`config.mk`:
```
export PLATFORM = sky130hd
export DESIGN_NAME = hamming_rx_deframer
export DESIGN_NICKNAME = d
export VERILOG_FILES = /design/src/rtl/hamming_rx_deframer.sv
export SDC_FILE = /design/constraint.sdc
export NUM_CORES = 1
export LEC_CHECK = 0
export ABC_AREA = 1
export BUFFER_PORTS_ARGS = -buffer_cell sky130_fd_sc_hd__clkbuf_2
export CAP_MARGIN = 10
export CORE_MARGIN = 2
export CORE_UTILIZATION = 60
export DETAILED_ROUTE_END_ITERATION = 12
export PLACE_DENSITY_LB_ADDON = 0.25
export SLEW_MARGIN = 5
export SYNTH_ARGS = -nofsm -noshare
export SYNTH_HDL_FRONTEND = slang
export SYNTH_SLANG_ARGS = --single-unit
```
`constraint.sdc`:
```
create_clock -name clk -period 2.35 [get_ports clk]
set_input_delay 0.235 -clock clk [delete_from_list [all_inputs] [get_ports clk]]
set_output_delay 0.235 -clock clk [all_outputs]
set_load 0.05 [all_outputs]
```
`src/rtl/hamming_rx_deframer.sv`:
```
// Serial Hamming(7,4) receiver: collects 7-bit codewords, corrects
// single-bit errors and queues decoded nibbles in an output FIFO.
module hamming_rx_deframer #(
  parameter int FIFO_DEPTH = 4,
  parameter int CNT_W      = 8
) (
  input  logic             clk,
  input  logic             rst,
  input  logic             ser_valid,
  input  logic             ser_bit,
  input  logic             ser_start,
  output logic             out_valid,
  input  logic             out_ready,
  output logic [3:0]       out_data,
  output logic             out_corr,
  output logic [CNT_W-1:0] corr_count,
  output logic             overflow
);

  localparam int AW = $clog2(FIFO_DEPTH);

  typedef enum logic {
    IDLE,
    COLLECT
  } state_t;

  state_t     state;
  logic [2:0] idx;
  logic [6:0] code_buf;
  logic [6:0] hold;
  logic       pending;

  logic [4:0]  mem [FIFO_DEPTH];
  logic [AW-1:0] wr_ptr;
  logic [AW-1:0] rd_ptr;
  logic [AW-1:0] rd_ptr_n;
  logic [AW:0]   count;
  logic [AW:0]   count_rd;

  logic [2:0] syn;
  logic [6:0] mask;
  logic [6:0] fixed;
  logic [3:0] dec_data;
  logic       dec_corr;
  logic       full;
  logic       pop;
  logic       push_ok;

  always_comb begin
    syn[0] = hold[0] ^ hold[2] ^ hold[4] ^ hold[6];
    syn[1] = hold[1] ^ hold[2] ^ hold[5] ^ hold[6];
    syn[2] = hold[3] ^ hold[4] ^ hold[5] ^ hold[6];
    mask   = 7'b0;
    if (syn != 3'd0)
      mask[syn - 3'd1] = 1'b1;
    fixed    = hold ^ mask;
    dec_data = {fixed[6], fixed[5], fixed[4], fixed[2]};
    dec_corr = (syn != 3'd0);
  end

  assign full     = (count == (AW+1)'(FIFO_DEPTH));
  assign pop      = out_valid && out_ready;
  assign push_ok  = pending && (!full || pop);
  assign rd_ptr_n = rd_ptr + AW'(pop);
  assign count_rd = count - (AW+1)'(pop);

  // A new start bit always wins, discarding any partial word.
  always_ff @(posedge clk or posedge rst) begin
    if (rst) begin
      state    <= IDLE;
      idx      <= 3'd0;
      code_buf <= 7'b0;
      hold     <= 7'b0;
      pending  <= 1'b0;
    end else begin
      pending <= 1'b0;
      if (ser_valid) begin
        if (ser_start) begin
          code_buf[0] <= ser_bit;
          idx         <= 3'd1;
          state       <= COLLECT;
        end else if (state == COLLECT) begin
          if (idx == 3'd6) begin
            hold    <= {ser_bit, code_buf[5:0]};
            pending <= 1'b1;
            state   <= IDLE;
            idx     <= 3'd0;
          end else begin
            code_buf[idx] <= ser_bit;
            idx           <= idx + 3'd1;
          end
        end
      end
    end
  end

  always_ff @(posedge clk) begin
    if (push_ok)
      mem[wr_ptr] <= {dec_corr, dec_data};
  end

  // The head register only shows entries written before this edge,
  // so a freshly pushed word appears one cycle after the push.
  always_ff @(posedge clk or posedge rst) begin
    if (rst) begin
      wr_ptr     <= '0;
      rd_ptr     <= '0;
      count      <= '0;
      out_valid  <= 1'b0;
      out_data   <= 4'b0;
      out_corr   <= 1'b0;
      corr_count <= '0;
      overflow   <= 1'b0;
    end else begin
      rd_ptr    <= rd_ptr_n;
      count     <= count_rd + (AW+1)'(push_ok);
      out_valid <= (count_rd != '0);
      if (count_rd != '0)
        {out_corr, out_data} <= mem[rd_ptr_n];
      if (push_ok)
        wr_ptr <= wr_ptr + AW'(1);
      if (pending && !push_ok)
        overflow <= 1'b1;
      if (push_ok && dec_corr && (corr_count != '1))
        corr_count <= corr_count + 1'b1;
    end
  end

endmodule

```
Word-level counts from Yosys, hierarchy flattened
Memories as Yosys holds them, arrays and structs flattened. A register that Yosys moved wholly into a read port is not among the register bits. Index checks and enable logic that the tools add are counted.

Output and inout port bits: 15. Memories: 1. Memory bits (writable): 20. Register bits after elaboration: 36. Input bits: 6. Word-level logic and storage cells: 78.

Order comparisons: 4. Eq/ne operators: 4. Add/sub/neg operators: 7. Bitwise operators: 12. Reduce and logical (&&, ||, !) cells: 17. Mux-type cells: 21.

Memories: mem (depth 4, width 5, rd ports 1, clocked after memory_dff 1, write ports 1, RTL line 33) `logic [4:0] mem [FIFO_DEPTH];`.

Operator list (count): 2-to-1 mux 1 bit (14); 2-to-1 mux 3 bit (3); XOR 1 bit (9); adder 8 x 1 -> 8 bit, second input constant (1); less-than comparator 3 x 4 -> 1 bit, second input constant (2); != test 8 bit, second input constant (1); AND reduction 4 bit (2); bitwise mux 7 bit (1); logical AND 1 bit (7); 2-to-1 mux 7 bit (1); XOR 7 bit (1); demux 1 bit (select 3 bit) (2); == test 3 bit, second input constant (2); >= comparator 3 x 1 -> 1 bit, second input constant (2); nonzero test 3 bit (2); adder 3 x 1 -> 3 bit (1); adder 3 x 1 -> 3 bit, second input constant (1); AND reduction 3 bit (1); subtractor 3 x 1 -> 3 bit (1); subtractor 3 x 1 -> 3 bit, second input constant (1); adder 2 x 1 -> 2 bit (1); adder 2 x 1 -> 2 bit, second input constant (1); zero test 1 bit (2); != test 2 bit, second input constant (1); 4 further kinds (5).

Longest topological paths before layout
Depth in word-level cells: 10. Mapped depth: 15. Depth with buffers taken out: 15.

Worst setup path after synthesis
No wires, ideal clock.

Path kind: register to register. From: register hold[2]. To: memory mem[0][0] (data pin). Data arrival time: 1582 ps. Stages on the path, launching flop included: 14. Required time: 2084 ps. Library setup time: 266 ps. Path buffers: 0. Clock period less this slack: 1848 ps. Slack: 502 ps. Cells stage by stage: dfrtp_1 > inv_1 > nand2_1 > nand3_1 > nand2_1 > nand2_1 > nand2_1 > ha_1 > inv_1 > nand2_1 > inv_1 > nand3_1 > nand2_1 > nand2_1.

Cells in the longest elaborated chain, start to end: 10. Elaborated cells between the ends (all ways): 15. Those cells by class: add/sub (1); order compare (2); mux (3); bitwise (7); reduce/logical (2).

Ends and longest elaborated chain: from (decl) (RTL line 30) `logic [6:0] hold;`; from (signal assigned) (RTL line 84) `hold <= {ser_bit, code_buf[5:0]};`; XOR 1 bit, on equally long branches (3 in series) (RTL line 50, 51); subtractor 3 x 1 -> 3 bit (RTL line 55) `mask[syn - 3'd1] = 1'b1;`; less-than comparator 3 x 4 -> 1 bit (not written as such) / >= comparator 3 x 1 -> 1 bit (equally long branches) (RTL line 55); logical AND 1 bit (not written as such) (RTL line 55); 2-to-1 mux 1 bit (not written as such) (RTL line 55); demux 1 bit (select 3 bit) (RTL line 55); 2-to-1 mux 7 bit (RTL line 54) `if (syn != 3'd0)`; XOR 7 bit * (RTL line 56) `fixed = hold ^ mask;`; via fixed[2] (RTL line 42) `logic [6:0] fixed;`; to (decl) (RTL line 33).

Mark *: on every way through the listed nets, which the timed path passes. The rest lies on a longest branch.

Worst setup path in the final report
From: register hold[2]. To: memory mem[3][0] (data pin).

Same word-level chain as after synthesis.

==> impl_metrics.sql <==
INSERT INTO impl_metrics (metric_group, metric, value, unit) VALUES
('layout', 'stdcell_area', '3280', 'um2'),
('floorplan', 'initial_core_util', '62.3', '%'),
('floorplan', 'horizontal_die_dimension', '74.1', 'um'),
('yosys', 'post_synth_xor_area_fraction', '4.42', '%'),
('setup_path', 'reg2reg_setup_slack', '0.34', 'ns'),
('routing', 'wl', '4580', 'um'),
('layout', 'register_area', '1600', 'um2'),
('cts', 'clock_tree_from_tritoncts', 'built', ''),
('yosys', 'post_synth_main_area_contributors', 'sky130_fd_sc_hd__dfrtp_1 (34%), sky130_fd_sc_hd__edfxtp_1 (20%), sky130_fd_sc_hd__nand2_1 (8.9%)', ''),
('global_route', 'vias_in_the_first_global_route', '1869', ''),
('setup_path', 'worst_r2r_endpoint', 'mem[3][0]', ''),
('cts', 'cts-buffers-inserted', '9', ''),
('run_status', 'outcome', 'complete, but fails checks', ''),
('yosys', 'main_combinational_cell_family_by_area_after_synthesis', 'simple AND/OR/NAND/NOR gates', ''),
('placement', 'gp_routability_congestion', '0.841', ''),
('run_status', 'failed_checks', 'negative hold slack', ''),
('setup_path', 'path_max_fanout', '4', ''),
('placement', 'detailed_place.area', '3090', 'um2'),
('power', 'leakage', '0.00159', 'uW'),
('sta', 'finalHoldWorstSlack', '-0.00728', 'ns'),
('layout', 'fin_nets', '354', ''),
('yosys', 'post-synth-top-area-fraction', '34.0', '%'),
('sta', 'max_freq', '497', 'MHz'),
('placement', 'detail_placement_hpwl', '3310', 'um'),
('sta', 'setup_violations', '0', ''),
('layout', 'antenna_cells_inserted', '0', ''),
('sta', 'worst_slew_pin_slew', '0.538', 'ns'),
('sta', 'unrepaired_setup_endpoints_after_global_routing', 'false', ''),
('yosys', 'synth_edf_count', '20', ''),
('min_path', 'timing.hold.worst.class', 'in2async', ''),
('sta', 'finalSetupTns', '0', 'ns'),
('floorplan', 'fp.coreArea', '4720', 'um2'),
('layout', 'nFillCells', '373', ''),
('floorplan', 'chipHeight', '74.1', 'um'),
('setup_path', 'r2r-start', 'hold[2]', ''),
('yosys', 'ys.flop_type', 'sky130_fd_sc_hd__dfrtp_1', ''),
('setup_path', 'worstSetupStartpointType', 'register', ''),
('yosys', 'synth.ff_latch_count', '60', ''),
('yosys', 'yosysWarningCount', '0', ''),
('global_route', 'grt_max_degree', '41', ''),
('sta', 'timing.final.crit_share', '85.6', '%'),
('routing', 'post-route-drc-count', '0', ''),
('setup_path', 'rr_worst_depth', '14', ''),
('power', 'p_per_area', '1040', 'nW/um2'),
('routing', 'via_count', '1991', ''),
('routing', 'detailedRoute.firstIterationViolations', '76', ''),
('setup_path', 'worstPathRequired', '2.42', 'ns'),
('yosys', 'synth_simple_gate_area_share', '18.6', '%'),
('routing', 'vias_per_cell', '4.88', ''),
('yosys', 'yosys.area.top_type', 'sky130_fd_sc_hd__dfrtp_1', ''),
('global_route', 'antenna_found_initial', '0', ''),
('yosys', 'synth_area', '2940', 'um2'),
('global_route', 'globalRouteOverflowTotal', '0', ''),
('cts', 'post_cts_buffers', '0', ''),
('sta', 'final_hold_viol_count', '10', ''),
('power', 'vdd_drop_max', '0.000613', 'V'),
('yosys', 'multiplexer_area_fraction_after_synthesis', '0', '%'),
('yosys', 'async_flop_share', '66.7', '%'),
('routing', 'avgRoutedWirePerCell', '11.2', 'um'),
('yosys', 'yosysSeqAreaShare', '54.4', '%'),
('floorplan', 'floorplan.die_area', '5480', 'um2'),
('layout', 'drive_gt1_share', '15.0', '%'),
('yosys', 'synthAdderAreaFrac', '5.10', '%'),
('cts', 'cts.hold.buffers_added', '0', ''),
('routing', 'firstDrtPassIters', '4', ''),
('run', 'max_cap_violations', '0', ''),
('yosys', 'yosys.cell_count.top_type', 'sky130_fd_sc_hd__nand2_1', ''),
('sta', 'skew', '0.00689', 'ns'),
('layout', 'utilization', '69.5', '%'),
('global_route', 'wire_length_of_the_first_global_routing_pass', '8090', 'um'),
('yosys', 'synth_nets', '328', '');
-- cell families after synthesis --
| kind of cell | Yosys count |
|---|---|
| AND/OR/NAND/NOR | 122 |
| adder cells (fa/ha/maj) | 12 |
| buffers and inverters | 58 |
| XOR/XNOR | 14 |
| flip-flops | 60 |
| AO/OA/AOI/OAI | 44 |
-- layout by cell type (no fill, tap or decap), types with 2 or more instances in the layout --
master,n
sky130_fd_sc_hd__a21oi_1,6
sky130_fd_sc_hd__a31oi_1,6
sky130_fd_sc_hd__buf_4,2
sky130_fd_sc_hd__clkbuf_2,20
sky130_fd_sc_hd__clkbuf_8,10
sky130_fd_sc_hd__clkinv_1,2
sky130_fd_sc_hd__clkinv_2,2
sky130_fd_sc_hd__dfrtp_1,40
sky130_fd_sc_hd__edfxtp_1,20
sky130_fd_sc_hd__ha_1,12
sky130_fd_sc_hd__inv_1,47
sky130_fd_sc_hd__inv_2,3
sky130_fd_sc_hd__nand2_1,70
sky130_fd_sc_hd__nand2_2,5
sky130_fd_sc_hd__nand3_1,13
sky130_fd_sc_hd__nand4_1,7
sky130_fd_sc_hd__nor2_1,21
sky130_fd_sc_hd__o211ai_1,11
sky130_fd_sc_hd__o21ai_0,14
sky130_fd_sc_hd__o21ai_1,2
sky130_fd_sc_hd__o21bai_1,3
sky130_fd_sc_hd__xnor2_1,10
sky130_fd_sc_hd__xor2_1,3
-- report_power, final --
group | switching (uW) | internal (uW) | leakage, uW
Clock | 371 | 511 | 0.0000967
Combinational | 755 | 375 | 0.000834
Sequential | 94.8 | 1310 | 0.000656
Total | 1220 | 2190 | 0.00159
-- through the flow --
stage	worst slack [ns]	std cells
after floorplan	0.502	310
final	0.338	408
after detailed placement	0.349	392
after global placement	0.409	392
after CTS	0.337	408
after global routing	0.112	408
-- state kept, by name (all words and copies together), names as in the netlist --
name / flops
corr_count: 8
overflow: 1
wr_ptr: 2
idx: 3
pending: 1
count: 3
out_valid: 1
state: 1
out_data: 4
mem: 20
rd_ptr: 2
out_corr: 1
hold: 7
code_buf: 6
-- how the worst max path moves through the flow --
stage	startpoint	end	slack, ns	depth (start not counted)
2_1_floorplan	hold[2]	mem[0][0]	0.50	13
3_3_place_gp	hold[2]	mem[1][0]	0.41	13
3_5_place_dp	hold[2]	mem[1][0]	0.35	14
4_1_cts	hold[2]	mem[0][0]	0.34	14
5_1_grt	hold[2]	mem[2][1]	0.11	14
6_report	hold[2]	mem[3][0]	0.34	14
-- final cells by class --
class | instances | share of cell area, %
clock buffer | 11 | 4.31
clock inverter | 5 | 1.56
inverter | 51 | 5.84
multi-input combinational | 192 | 33.4
sequential | 60 | 48.8
tap | 67 | 2.56
timing repair buffer | 22 | 3.51
-- metal layers --
metal,global-route usage [%],vias to the layer above,share of wire [%]
li1,-,1056,-
met1,23.2,895,43
met2,33.5,35,51
met3,5.42,5,4.1
met4,11.3,0,1.5
met5,0,-,0
-- worst max-delay path, stage by stage, from the launching register on --
cell and delay (ns):
sky130_fd_sc_hd__dfrtp_1 0.40, sky130_fd_sc_hd__inv_1 0.08, sky130_fd_sc_hd__nand2_1 0.09, sky130_fd_sc_hd__nand2_1 0.05, sky130_fd_sc_hd__nand2_1 0.08, sky130_fd_sc_hd__nand2_1 0.09
sky130_fd_sc_hd__nand2_1 0.06, sky130_fd_sc_hd__nand2_1 0.09, sky130_fd_sc_hd__ha_1 0.37, sky130_fd_sc_hd__inv_1 0.07, sky130_fd_sc_hd__nand2_1 0.05, sky130_fd_sc_hd__inv_1 0.10
sky130_fd_sc_hd__nand3_1 0.08, sky130_fd_sc_hd__nand2_1 0.06, sky130_fd_sc_hd__nand2_1 0.08
No activity file was read; power rests on OpenSTA's default activity.
